--- src/rtl/vending_pkg.sv ---
// Shared coin-interface definitions: 2-bit coin codes, denomination values,
// the dispenser state encoding and the per-denomination availability flags.
package vending_pkg;

  localparam logic [1:0] COIN_NONE = 2'b00;
  localparam logic [1:0] COIN_1    = 2'b01;
  localparam logic [1:0] COIN_2    = 2'b10;
  localparam logic [1:0] COIN_5    = 2'b11;

  localparam int VAL_1 = 1;
  localparam int VAL_2 = 2;
  localparam int VAL_5 = 5;

  typedef enum logic [1:0] {
    IDLE    = 2'd0,
    PRESENT = 2'd1,
    DONE    = 2'd2
  } state_t;

  typedef struct packed {
    logic c5;
    logic c2;
    logic c1;
  } avail_t;

  // coin_decode direction: code -> face value
  function automatic int coin_value(input logic [1:0] code);
    case (code)
      COIN_1:  return VAL_1;
      COIN_2:  return VAL_2;
      COIN_5:  return VAL_5;
      default: return 0;
    endcase
  endfunction

endpackage

--- src/rtl/change_dispenser_coin_encode.sv ---
// coin_encode: greedy pick of the largest available coin not exceeding
// the remaining change; COIN_NONE/0 when nothing is payable.
module coin_encode
  import vending_pkg::*;
#(
  parameter int WIDTH = 4
) (
  input  logic [WIDTH-1:0] remaining,
  input  avail_t           avail,
  output logic [1:0]       code,
  output logic [WIDTH-1:0] value
);

  always_comb begin
    code  = COIN_NONE;
    value = '0;
    if (avail.c5 && remaining >= WIDTH'(VAL_5)) begin
      code  = COIN_5;
      value = WIDTH'(VAL_5);
    end else if (avail.c2 && remaining >= WIDTH'(VAL_2)) begin
      code  = COIN_2;
      value = WIDTH'(VAL_2);
    end else if (avail.c1 && remaining >= WIDTH'(VAL_1)) begin
      code  = COIN_1;
      value = WIDTH'(VAL_1);
    end
  end

endmodule

--- src/rtl/change_dispenser.sv ---
// Change payout: presents one coin per valid/ack handshake to the hopper.
// Optional COIN_INVENTORY_EN adds per-denomination stock counters and short-pay reporting.
module change_dispenser
  import vending_pkg::*;
#(
  parameter int WIDTH     = 4,
  parameter int INV_WIDTH = 4,
  parameter int INV_INIT  = 15
) (
  input  logic             clk,
  input  logic             reset,
  input  logic             start,
  input  logic [WIDTH-1:0] amount,
  output logic [1:0]       coin_out,
  output logic             coin_valid,
  input  logic             coin_ack,
  output logic             busy,
  output logic             done,
  output logic             short,
  output logic [WIDTH-1:0] shortfall,
  input  logic             refill
);

  state_t           state, state_nxt;
  logic [WIDTH-1:0] remaining;
  logic [WIDTH-1:0] cur_val;
  logic [WIDTH-1:0] enc_rem;
  logic [WIDTH-1:0] enc_val;
  logic [1:0]       enc_code;
  logic             load;
  logic             ack_take;
  avail_t           avail_nxt;

  assign ack_take = (state == PRESENT) && coin_ack;
  assign cur_val  = WIDTH'(coin_value(coin_out));
  // Next coin is chosen from what will remain after this cycle's event,
  // so coin_out can be registered and presented back-to-back.
  assign enc_rem  = (state == IDLE) ? amount : remaining - cur_val;

  coin_encode #(.WIDTH(WIDTH)) u_enc (
    .remaining (enc_rem),
    .avail     (avail_nxt),
    .code      (enc_code),
    .value     (enc_val)
  );

`ifdef COIN_INVENTORY_EN
  logic [INV_WIDTH-1:0] cnt5, cnt2, cnt1;
  logic [INV_WIDTH-1:0] cnt5_nxt, cnt2_nxt, cnt1_nxt;

  always_comb begin
    cnt5_nxt = cnt5;
    cnt2_nxt = cnt2;
    cnt1_nxt = cnt1;
    if (refill) begin
      cnt5_nxt = INV_WIDTH'(INV_INIT);
      cnt2_nxt = INV_WIDTH'(INV_INIT);
      cnt1_nxt = INV_WIDTH'(INV_INIT);
    end else if (ack_take) begin
      case (coin_out)
        COIN_5:  cnt5_nxt = cnt5 - INV_WIDTH'(1);
        COIN_2:  cnt2_nxt = cnt2 - INV_WIDTH'(1);
        COIN_1:  cnt1_nxt = cnt1 - INV_WIDTH'(1);
        default: ;
      endcase
    end
  end

  always_ff @(posedge clk) begin
    if (reset) begin
      cnt5 <= INV_WIDTH'(INV_INIT);
      cnt2 <= INV_WIDTH'(INV_INIT);
      cnt1 <= INV_WIDTH'(INV_INIT);
    end else begin
      cnt5 <= cnt5_nxt;
      cnt2 <= cnt2_nxt;
      cnt1 <= cnt1_nxt;
    end
  end

  assign avail_nxt = '{c5: (cnt5_nxt != '0), c2: (cnt2_nxt != '0), c1: (cnt1_nxt != '0)};

  always_ff @(posedge clk) begin
    if (reset) begin
      short     <= 1'b0;
      shortfall <= '0;
    end else if (load && enc_code == COIN_NONE) begin
      short     <= (enc_rem != '0);
      shortfall <= enc_rem;
    end else begin
      short     <= 1'b0;
      shortfall <= '0;
    end
  end
`else
  logic unused_refill;
  localparam int unused_inv_cfg = INV_WIDTH + INV_INIT;
  assign unused_refill = refill;
  assign avail_nxt     = '{c5: 1'b1, c2: 1'b1, c1: 1'b1};
  assign short         = 1'b0;
  assign shortfall     = '0;
`endif

  always_comb begin
    state_nxt = state;
    load      = 1'b0;
    case (state)
      IDLE: if (start) begin
        load      = 1'b1;
        state_nxt = (enc_code != COIN_NONE) ? PRESENT : DONE;
      end
      PRESENT: if (coin_ack) begin
        load      = 1'b1;
        state_nxt = (enc_code != COIN_NONE) ? PRESENT : DONE;
      end
      DONE:    state_nxt = IDLE;
      default: state_nxt = IDLE;
    endcase
  end

  always_ff @(posedge clk) begin
    if (reset) begin
      state     <= IDLE;
      remaining <= '0;
      coin_out  <= COIN_NONE;
    end else begin
      state <= state_nxt;
      if (load) begin
        remaining <= enc_rem;
        coin_out  <= enc_code;
      end else if (state == DONE) begin
        coin_out  <= COIN_NONE;
      end
    end
  end

  assign coin_valid = (state == PRESENT);
  assign busy       = (state == PRESENT);
  assign done       = (state == DONE);

endmodule

--- config.mk ---
export PLATFORM = sky130hd
export DESIGN_NAME = change_dispenser
export DESIGN_NICKNAME = d
export VERILOG_FILES = /design/src/rtl/vending_pkg.sv /design/src/rtl/change_dispenser_coin_encode.sv /design/src/rtl/change_dispenser.sv
export SDC_FILE = /design/constraint.sdc
export NUM_CORES = 1
export LEC_CHECK = 0
export ABC_AREA = 1
export CAP_MARGIN = 5
export CELL_PAD_IN_SITES_DETAIL_PLACEMENT = 1
export CELL_PAD_IN_SITES_GLOBAL_PLACEMENT = 1
export CORE_MARGIN = 2
export CORE_UTILIZATION = 29
export DETAILED_ROUTE_END_ITERATION = 7
export PLACE_DENSITY = 0.73
export SYNTH_ARGS = -nofsm -noshare
export SYNTH_HDL_FRONTEND = slang
export SYNTH_SLANG_ARGS = --single-unit
--- constraint.sdc ---
create_clock -name clk -period 1.7 [get_ports clk]
set_input_delay 0.255 -clock clk [delete_from_list [all_inputs] [get_ports clk]]
set_output_delay 0.255 -clock clk [all_outputs]
set_load 0.005 [all_outputs]
==> results of run 1 <==
[kinds of logic after synthesis]
group                    count (synthesis)
adder cells (fa/ha/maj)                  4
flip-flops                               8
AO/OA/AOI/OAI                            8
AND/OR/NAND/NOR                         46
other                                    1
buffers and inverters                   20
[cells in the final DEF (no fill, tap or decap)]
master           synthesis  layout
nand2_1                 25      22
clkdlybuf4s50_1          0      12
inv_1                   12       8
nand3_1                  9       7
conb_1                   1       5
dfxtp_1                  8       5
inv_2                    1       4
o21ai_0                  4       4
buf_4                    6       4
nor2_1                   4       3
nand2_2                  1       3
a21oi_1                  4       3
clkbuf_4                 0       3
nor2_4                   1       2
nand3_2                  0       2
nand2_4                  1       2
nand4_1                  2       2
ha_1                     3       2
dfxtp_2                  0       2
inv_4                    0       1
a21oi_2                  0       1
and2_4                   0       1
clkinv_1                 1       1
nor3_1                   1       1
nor2_2                   1       1
fa_2                     0       1
ha_4                     0       1
dfxtp_4                  0       1
[per-layer routing]
| layer | wire, µm | part of all wire (%) | track usage [%] | vias to the layer above |
|---|---|---|---|---|
| met5 | 0 | 0 | 0 | - |
| met4 | 12 | 0.80 | 5.71 | 0 |
| met3 | 37 | 2.5 | 3.70 | 2 |
| met2 | 817 | 54 | 25.7 | 8 |
| met1 | 636 | 42 | 16.6 | 264 |
| li1 | - | - | - | 299 |
[worst paths after layout]
| path | start | end | slack, ns |
|---|---|---|---|
| max | state[0] | busy | 0.05 |
| min | coin_out[0] | coin_out[0] | 0.52 |
| max reg2reg | coin_out[0] | state[0] | 0.07 |
| min reg2reg | coin_out[0] | coin_out[0] | 0.52 |
[state kept, by name (all words and copies together), names as in the netlist]
register and cells:
state 2, remaining 4, coin_out 2
[per-stage QoR]
stage	std cells	hold slack (ns)	worst slack [ns]
after global placement	128	0.514	-0.0820
after detailed placement	128	0.530	-0.141
final	131	0.518	0.0478
after floorplan	91	0.413	0.103
after global routing	131	0.543	-0.0308
after CTS	131	0.513	0.00161
[tightest hold or removal path, cell delays in order, from the launching register on]
cell and delay [ns]:
dfxtp_4 0.37, nand2_1 0.07, nand2_1 0.04
[synthesized netlist by cell type]
master / count / area (µm²)
and2_1: 1 / 6.26
nand2_4: 1 / 11.3
nand2_2: 1 / 6.26
inv_2: 1 / 3.75
conb_1: 1 / 3.75
buf_4: 6 / 45.0
a21oi_1: 4 / 20.0
nand3_1: 9 / 45.0
clkinv_1: 1 / 3.75
nand2_1: 25 / 93.8
nor2_1: 4 / 15.0
inv_1: 12 / 45.0
nand4_1: 2 / 12.5
dfxtp_1: 8 / 160
o21ai_0: 4 / 20.0
ha_1: 3 / 37.5
nor2_4: 1 / 11.3
nor3_1: 1 / 5.00
nor2_2: 1 / 6.26
fa_1: 1 / 20.0
[final cells by class]
| class | count | area, µm² | area share [%] |
|---|---|---|---|
| clock buffers | 3 | 22.5 | 2.79 |
| well taps | 27 | 33.8 | 4.18 |
| multi-input cells | 63 | 380 | 47.1 |
| flip-flops and latches | 8 | 166 | 20.6 |
| inverters | 14 | 55.1 | 6.81 |
| repair buffers | 16 | 150 | 18.6 |
[timing repair]
action                                  CTS  global route
pin swaps                                 4             8
endpoints found under the setup margin    6             8
buffers inserted                          0             0
hold endpoints to repair                  0             0
gates resized for setup                  11            11
[power by group through the flow]
stage               logic [mW]  registers [mW]  clock network (mW)
floorplan                0.294           0.264                   0
global placement         0.445           0.269                   0
detailed placement       0.466           0.273                   0
CTS                      0.507           0.274               0.158
global route             0.624           0.284               0.164
finish                   0.542           0.277               0.152
==> flow_metrics.env, run 1 <==
export IMPL_io_pins=19
export IMPL_p_per_area_mw_per_mm2=1200
export IMPL_routed_wl_um=1500
export IMPL_final_nets=119
export IMPL_hold_buffers=0
export IMPL_die_h_um=48.4
export IMPL_final_area_um2=808
export IMPL_status="finished clean"
export IMPL_cts_sinks=8
export IMPL_htree_levels=1
export IMPL_p_leak_nw=0.380
export IMPL_critical_path_class="flip-flop to output port"
export IMPL_routedWlPerCell_um=11.5
export IMPL_antenna_diode_count=0
export IMPL_drive_gt1_share_pct=27.9
export IMPL_synth_cell_types=20
export IMPL_start_util_pct=30.1
export IMPL_max_freq_mhz=605
export IMPL_clkTransAtPathRegs_ns=0.06
export IMPL_internal_power_uw=565
export IMPL_slew_violations=0
export IMPL_vdd_ir_drop_max_uv=428
export IMPL_grt_use_total_pct=14.5
export IMPL_grt_max_degree=10
export IMPL_postLayoutCoreUtil_pct=42.5
export IMPL_fin_skew_ns=0.0112
export IMPL_rows=16
export IMPL_grt_pass1_vias=586
export IMPL_max_stage_delay_ns=0.53
export IMPL_die_area_mm2=0.00234
export IMPL_place_area_um2=726
export IMPL_vias=573
export IMPL_numCtsBuffers=3
export IMPL_core_area_mm2=0.00190
export IMPL_cts_tree="done"
export IMPL_period_share_pct=97.2
export IMPL_period_needed_ns=1.65
export IMPL_min_delay_path_class="flip-flop to flip-flop"
export IMPL_crit_fanout=4
export IMPL_clock_latency_ns=0.27
export IMPL_reg2reg_depth=9
export IMPL_pwr_share_comb_pct=55.9
export IMPL_syn_area_um2=572
export IMPL_avgSynthCellArea_um2=6.57
export IMPL_cpMaxStageDelayCell="clkdlybuf4s50_1"
export IMPL_cpLargestDelayFamily="buffers and inverters"
export IMPL_ys_seq_elements=8
export IMPL_pwr_share_seq_pct=28.5
export IMPL_finalHoldViolCount=0
export IMPL_cap_violations=0
export IMPL_swShare_pct=41.8
export IMPL_yosys_warnings=0
export IMPL_hold_depth=2
export IMPL_p_total_uw=971
export IMPL_p_switching_uw=406
export IMPL_gp_congestion=0.728
export IMPL_cp_arrival_ns=1.40
export IMPL_grt_setup_unrepaired="yes"
export IMPL_path_cells="inv_1 > nor2_4 > clkdlybuf4s50_1"
export IMPL_synthAdderAreaFrac_pct=10.1
export IMPL_drtAntennaViolNets=0
export IMPL_cts_buffer_depth=2
export IMPL_ys_seq_area_share_pct=28.0
export IMPL_synth_cells=87
export IMPL_first_iter_violations=8
export IMPL_first_pass_iters=4
export IMPL_cp_start_kind="flip-flop"
export IMPL_synth_xor_area_share_pct=0
export IMPL_fillers=250
export IMPL_grt_antenna_before_repair=0
export IMPL_fp_dieW_um=48.4
export IMPL_grt_pass1_wl_um=2620
export IMPL_dp_hpwl_um=1250
export IMPL_grt_overflow_total=0
export IMPL_yosys_area_share_simple_pct=37.2
export IMPL_cp_required_ns=1.44
export IMPL_synth_compound_area_share_pct=7.00
export IMPL_setup_viol=0
export IMPL_clockPowerShare_pct=15.6
export IMPL_viasPerCell=4.37
export IMPL_cp_depth=3
export IMPL_root_buffer="clkbuf_4"
export IMPL_drcViolationCount=0
export IMPL_finalSetupTns_ns=0
export IMPL_cp_end_kind="output port"
export IMPL_portBuffers=12
export IMPL_syn_to_final_growth_pct=41.4
export IMPL_path_buf_inv=2
export IMPL_synth_top_family_by_area="simple AND/OR/NAND/NOR gates"
export IMPL_synthMuxAreaShare_pct=0
Note: power is estimated with default switching activity, not from simulation.
==> run 2, diff against run 1 <==
--- a/config.mk
+++ b/config.mk
@@ -12,7 +12,8 @@
 export CORE_MARGIN = 2
 export CORE_UTILIZATION = 29
 export DETAILED_ROUTE_END_ITERATION = 7
-export PLACE_DENSITY = 0.73
+export GPL_TIMING_DRIVEN = 0
+export PLACE_DENSITY = 0.79
 export SYNTH_ARGS = -nofsm -noshare
 export SYNTH_HDL_FRONTEND = slang
 export SYNTH_SLANG_ARGS = --single-unit
==> run 2 against run 1 <==
Core utilization up 3.1 points. Register-to-register slack worse by 0.04 ns. Sequential power up 2%. Non-clock buffer count up 5. Global-route usage up 0.085 points. Critical endpoint is now coin_out[0]. Largest power group unchanged. Highest routed layer unchanged.
==> flow_metrics.env, run 2 (synthesis results as in run 1) <==
export IMPL_routed_wl_um=1640
export IMPL_cap_violations=0
export IMPL_drcViolationCount=0
export IMPL_cts_buffer_depth=2
export IMPL_r2r_slack_ns=0.03
export IMPL_cp_arrival_ns=1.82
export IMPL_cpLargestDelayFamily="adder cells"
export IMPL_grt_pass1_vias=610
export IMPL_status="finished clean"
export IMPL_max_freq_mhz=601
export IMPL_period_needed_ns=1.67
export IMPL_fillers=257
export IMPL_crit_top_cell="nand2_1"
export IMPL_cts_tree="done"
export IMPL_first_iter_violations=2
export IMPL_regMostFlops="remaining"
export IMPL_final_cell_mix="nand2_1 (23), clkdlybuf4s50_1 (11), buf_4 (9)"
export IMPL_clock_latency_ns=0.27
export IMPL_core_area_mm2=0.00190
export IMPL_max_stage_delay_ns=0.53
export IMPL_grt_max_degree=10
export IMPL_die_h_um=48.4
export IMPL_drtAntennaViolNets=0
export IMPL_vdd_ir_drop_max_uv=413
export IMPL_cts_sinks=8
export IMPL_die_area_mm2=0.00234
export IMPL_start_util_pct=30.1
export IMPL_final_nets=124
export IMPL_dp_hpwl_um=1190
export IMPL_min_delay_path_class="flip-flop to flip-flop"
export IMPL_r2r_start="remaining[0]"
export IMPL_hold_end="coin_out[1]"
export IMPL_routedWlPerCell_um=12.0
export IMPL_vias=604
export IMPL_gp_congestion=0.734
export IMPL_setup_viol=0
export IMPL_top_regs="remaining x4, coin_out x2, state x2"
export IMPL_reg2reg_to="coin_out[0]"
export IMPL_rows=16
export IMPL_grt_overflow_total=0
export IMPL_hold_depth=2
export IMPL_first_pass_iters=2
export IMPL_p_leak_nw=0.423
export IMPL_drive_gt1_share_pct=33.0
export IMPL_crit_fanout=3
export IMPL_viasPerCell=4.44
export IMPL_cp_required_ns=1.86
export IMPL_grt_use_total_pct=14.6
export IMPL_path_cells="inv_2 > ha_4 > inv_4 > fa_2 > nand2_2 > nand2_4 > nand3_2 > nand2_1 > nand3_1 > nand2_1 > nand2_1"
export IMPL_io_pins=19
export IMPL_largest_register_ffs=4
export IMPL_layout_commonest_cell="nand2_1"
export IMPL_grt_setup_unrepaired="yes"
export IMPL_numCtsBuffers=3
export IMPL_fp_dieW_um=48.4
export IMPL_grt_pass1_wl_um=2640
export IMPL_antenna_diode_count=0
export IMPL_cp_end_kind="flip-flop"
export IMPL_hp_start="coin_out[1]"
export IMPL_cp_start_kind="flip-flop"
export IMPL_path_buf_inv=2
export IMPL_finalSetupTns_ns=0
export IMPL_root_buffer="clkbuf_4"
export IMPL_grt_antenna_before_repair=0
export IMPL_period_share_pct=97.9
export IMPL_fin_skew_ns=0.00556
export IMPL_syn_to_final_growth_pct=51.6
export IMPL_critical_path_class="flip-flop to flip-flop"
export IMPL_finalHoldViolCount=0
export IMPL_p_per_area_mw_per_mm2=1170
export IMPL_clkTransAtPathRegs_ns=0.06
export IMPL_reg2reg_depth=11
export IMPL_portBuffers=12
export IMPL_cpMaxStageDelayCell="fa_2"
export IMPL_htree_levels=1
export IMPL_p_total_mw=1.02
export IMPL_slew_violations=0
-- run 2: repair_timing --
| item | 4_1_cts | 5_1_grt |
|---|---|---|
| cloned | 0 | 0 |
| gates resized for setup | 9 | 18 |
| buffers inserted | 0 | 3 |
| endpoints found under the hold margin | 0 | 0 |
| hold buffers | 0 | 0 |
| endpoints found under the setup margin | 6 | 7 |
| pin swaps | 2 | 9 |
-- run 2: layer usage --
layer	part of all wire, %	wire length [µm]	track usage (%)	vias to the layer above
met5	0	0	0	-
met4	2.6	42	10.0	0
met3	1.3	21	1.85	5
met2	55	893	24.5	8
met1	42	680	17.2	283
li1	-	-	-	308
-- run 2: layout make-up --
| class | instances | area (µm²) | area share [%] |
|---|---|---|---|
| flip-flops and latches | 8 | 170 | 19.6 |
| clock buffers | 3 | 22.5 | 2.60 |
| inverters | 14 | 55.1 | 6.35 |
| repair buffers | 15 | 145 | 16.7 |
| plain buffers | 6 | 45.0 | 5.19 |
| multi-input cells | 63 | 395 | 45.6 |
| well taps | 27 | 33.8 | 3.90 |
-- run 2: how the worst max path moves through the flow --
stage | cells past startpoint | to | startpoint
after floorplan | 10 | state[0] | coin_out[0]
after global placement | 10 | state[0] | coin_out[0]
after detailed placement | 10 | state[0] | coin_out[0]
after CTS | 4 | coin_valid | state[0]
after global routing | 12 | coin_out[0] | coin_out[0]
final | 11 | coin_out[0] | remaining[0]
-- run 2: worst min-delay path, stage by stage, from the launching register on --
cell     delay (ns)
dfxtp_1        0.34
nand2_1        0.07
nand2_1        0.04
-- run 2: where the power goes --
part / internal [mW] / switching, mW / leakage (nW) / total, mW
combinational: 0.270 / 0.308 / 0.341 / 0.578
clock: 0.0815 / 0.0756 / 0.0138 / 0.157
sequential: 0.236 / 0.0469 / 0.0682 / 0.283
total: 0.588 / 0.430 / 0.423 / 1.02
-- run 2: through the flow --
stage          utilization, %  hold slack [ns]  instances  cell area [µm²]  setup WS (ns)
4_1_cts                  41.1            0.498        133              782       -0.00215
6_report                 45.6            0.496        136              867         0.0349
5_1_grt                  45.6            0.547        136              867        -0.0669
2_1_floorplan               -            0.413         91              587          0.103
3_3_place_gp             38.9            0.474        130              741        -0.0443
3_5_place_dp             38.9            0.489        130              741        -0.0832
==> run 3, diff against run 2 <==
--- a/config.mk
+++ b/config.mk
@@ -11,6 +11,7 @@
 export CELL_PAD_IN_SITES_GLOBAL_PLACEMENT = 1
 export CORE_MARGIN = 2
 export CORE_UTILIZATION = 29
+export CTS_CLUSTER_SIZE = 40
 export DETAILED_ROUTE_END_ITERATION = 7
 export GPL_TIMING_DRIVEN = 0
 export PLACE_DENSITY = 0.79
==> constraint.sdc (replaced) <==
create_clock -name clk -period 1.8 [get_ports clk]
set_input_delay 0.27 -clock clk [delete_from_list [all_inputs] [get_ports clk]]
set_output_delay 0.27 -clock clk [all_outputs]
set_load 0.005 [all_outputs]
==> run 3 against run 2 <==
Global-route usage down 0.33 points. Sequential share of layout area grew 1.5 points. Core utilization shrank 4.2 points. Critical path depth did not move. Register-to-register slack better by 0.04 ns. Clock power fell by 6%. Total power down 16%. Sequential power shrank 8.5%. Setup slack better by 0.043 ns. Largest cell class unchanged.
==> flow_metrics.env, run 3 (synthesis results as in run 1) <==
export IMPL_status="finished clean"
export IMPL_die_h_um=48.4
export IMPL_core_area_mm2=0.00190
export IMPL_min_delay_path_class="flip-flop to flip-flop"
export IMPL_first_pass_iters=1
export IMPL_portBuffers=12
export IMPL_grt_antenna_before_repair=0
export IMPL_finalSetupTns_ns=0
export IMPL_cp_end_kind="flip-flop"
export IMPL_cp_required_ns=1.96
export IMPL_routedWlPerCell_um=10.9
export IMPL_cts_buffer_depth=2
export IMPL_max_freq_mhz=581
export IMPL_io_pins=19
export IMPL_routed_wl_um=1450
export IMPL_cp_start_kind="flip-flop"
export IMPL_layout_commonest_cell="nand2_1"
export IMPL_p_total_uw=851
export IMPL_grt_max_degree=10
export IMPL_stdcell_count=133
export IMPL_die_area_mm2=0.00234
export IMPL_first_iter_violations=0
export IMPL_final_nets=121
export IMPL_viasPerCell=4.38
export IMPL_postLayoutCoreUtil_pct=41.4
export IMPL_grt_setup_unrepaired="yes"
export IMPL_vias=582
export IMPL_antenna_diode_count=0
export IMPL_p_leak_nw=0.391
export IMPL_final_cell_mix="nand2_1 (23), clkdlybuf4s50_1 (12), inv_1 (11)"
export IMPL_cts_sinks=8
export IMPL_rows=16
export IMPL_crit_fanout=5
export IMPL_cap_violations=0
export IMPL_drcViolationCount=0
export IMPL_period_share_pct=95.7
export IMPL_gp_congestion=0.734
export IMPL_start_util_pct=30.1
export IMPL_numCtsBuffers=3
export IMPL_dp_hpwl_um=1190
export IMPL_slew_violations=0
export IMPL_clkTransAtPathRegs_ns=0.05
export IMPL_finalHoldViolCount=0
export IMPL_fp_dieW_um=48.4
export IMPL_period_needed_ns=1.72
export IMPL_drive_gt1_share_pct=21.7
export IMPL_pwr_share_seq_pct=30.4
export IMPL_fin_skew_ns=0.00808
export IMPL_grt_pass1_vias=596
export IMPL_pwr_share_comb_pct=52.3
export IMPL_p_switching_uw=354
export IMPL_cts_tree="done"
export IMPL_swShare_pct=41.6
export IMPL_clock_latency_ns=0.27
export IMPL_root_buffer="clkbuf_4"
export IMPL_drtAntennaViolNets=0
export IMPL_syn_to_final_growth_pct=37.6
export IMPL_cp_arrival_ns=1.88
export IMPL_hold_buffers=0
export IMPL_hold_ws_ns=0.494
export IMPL_post_cts_buffers=0
export IMPL_internal_power_uw=497
export IMPL_numPlacedInstances=130
export IMPL_htree_levels=1
export IMPL_largest_register_ffs=4
export IMPL_grt_pass1_wl_um=2570
export IMPL_p_per_area_mw_per_mm2=1080
export IMPL_regMostFlops="remaining"
export IMPL_setup_viol=0
export IMPL_grt_overflow_total=0
export IMPL_clockPowerShare_pct=17.3
export IMPL_top_regs="remaining x4, coin_out x2, state x2"
export IMPL_grt_use_total_pct=14.2
export IMPL_vdd_ir_drop_max_uv=367
export IMPL_critical_path_class="flip-flop to flip-flop"
==> run 3: changes by cell type in the layout (fill, tap and decap cells not counted), sizes merged <==
cell           change
buf                -3
clkdlybuf4s50      +1
dlymetal6s2s       -1
==> run 3: repair_timing <==
action / in CTS / in global routing
resized for setup: 1 / 10
pin swaps: 0 / 3
setup endpoints to repair: 1 / 6
==> run 3: metal layers <==
metal / vias to the layer above / GRT usage [%] / part of all wire, %
li1: 301 / - / -
met4: 0 / 10.0 / 2.9
met2: 8 / 23.4 / 52
met1: 268 / 17.2 / 44
met5: - / 0 / 0
met3: 5 / 1.85 / 1.5
==> run 3: worst paths after layout <==
kind / start / end / slack [ns] / cells past startpoint
worst max-delay path: coin_out[0] / coin_out[0] / 0.08 / 11
worst min-delay path: coin_out[0] / coin_out[0] / 0.49 / 2
worst max register to register: coin_out[0] / coin_out[0] / 0.08 / 11
worst min register to register: coin_out[0] / coin_out[0] / 0.49 / 2
==> run 3: through the flow <==
| step | cell area, µm² | setup WS (ns) |
|---|---|---|
| 2_1_floorplan | 587 | 0.203 |
| 3_3_place_gp | 741 | 0.0557 |
| 3_5_place_dp | 741 | 0.0168 |
| 4_1_cts | 768 | 0.0110 |
| 5_1_grt | 787 | -0.0253 |
| 6_report | 787 | 0.0775 |
==> run 3: power groups by stage <==
stage | Combinational [mW] | Sequential, mW | Clock (mW)
finish | 0.445 | 0.259 | 0.147
global route | 0.514 | 0.266 | 0.163
CTS | 0.418 | 0.254 | 0.155
detailed placement | 0.411 | 0.257 | 0
global placement | 0.393 | 0.255 | 0
floorplan | 0.277 | 0.250 | 0
==> run 3: layout make-up <==
cell class | count | area [µm²]
plain buffers | 6 | 45.0
clock buffers | 3 | 22.5
fillers | 265 | 1110
inverters | 14 | 52.6
multi-input cells | 63 | 347
flip-flops and latches | 8 | 166
well taps | 27 | 33.8
repair buffers | 12 | 120
==> run 3: critical path, cell delays in order, from the launching register on <==
cell and delay [ns]:
dfxtp_4 0.35, ha_1 0.20, inv_2 0.07, fa_2 0.44
nand2_2 0.08, nand2_2 0.07, inv_1 0.10, nand2_1 0.06
nand2_1 0.06, nand3_1 0.08, nand2_1 0.07, nand2_1 0.04
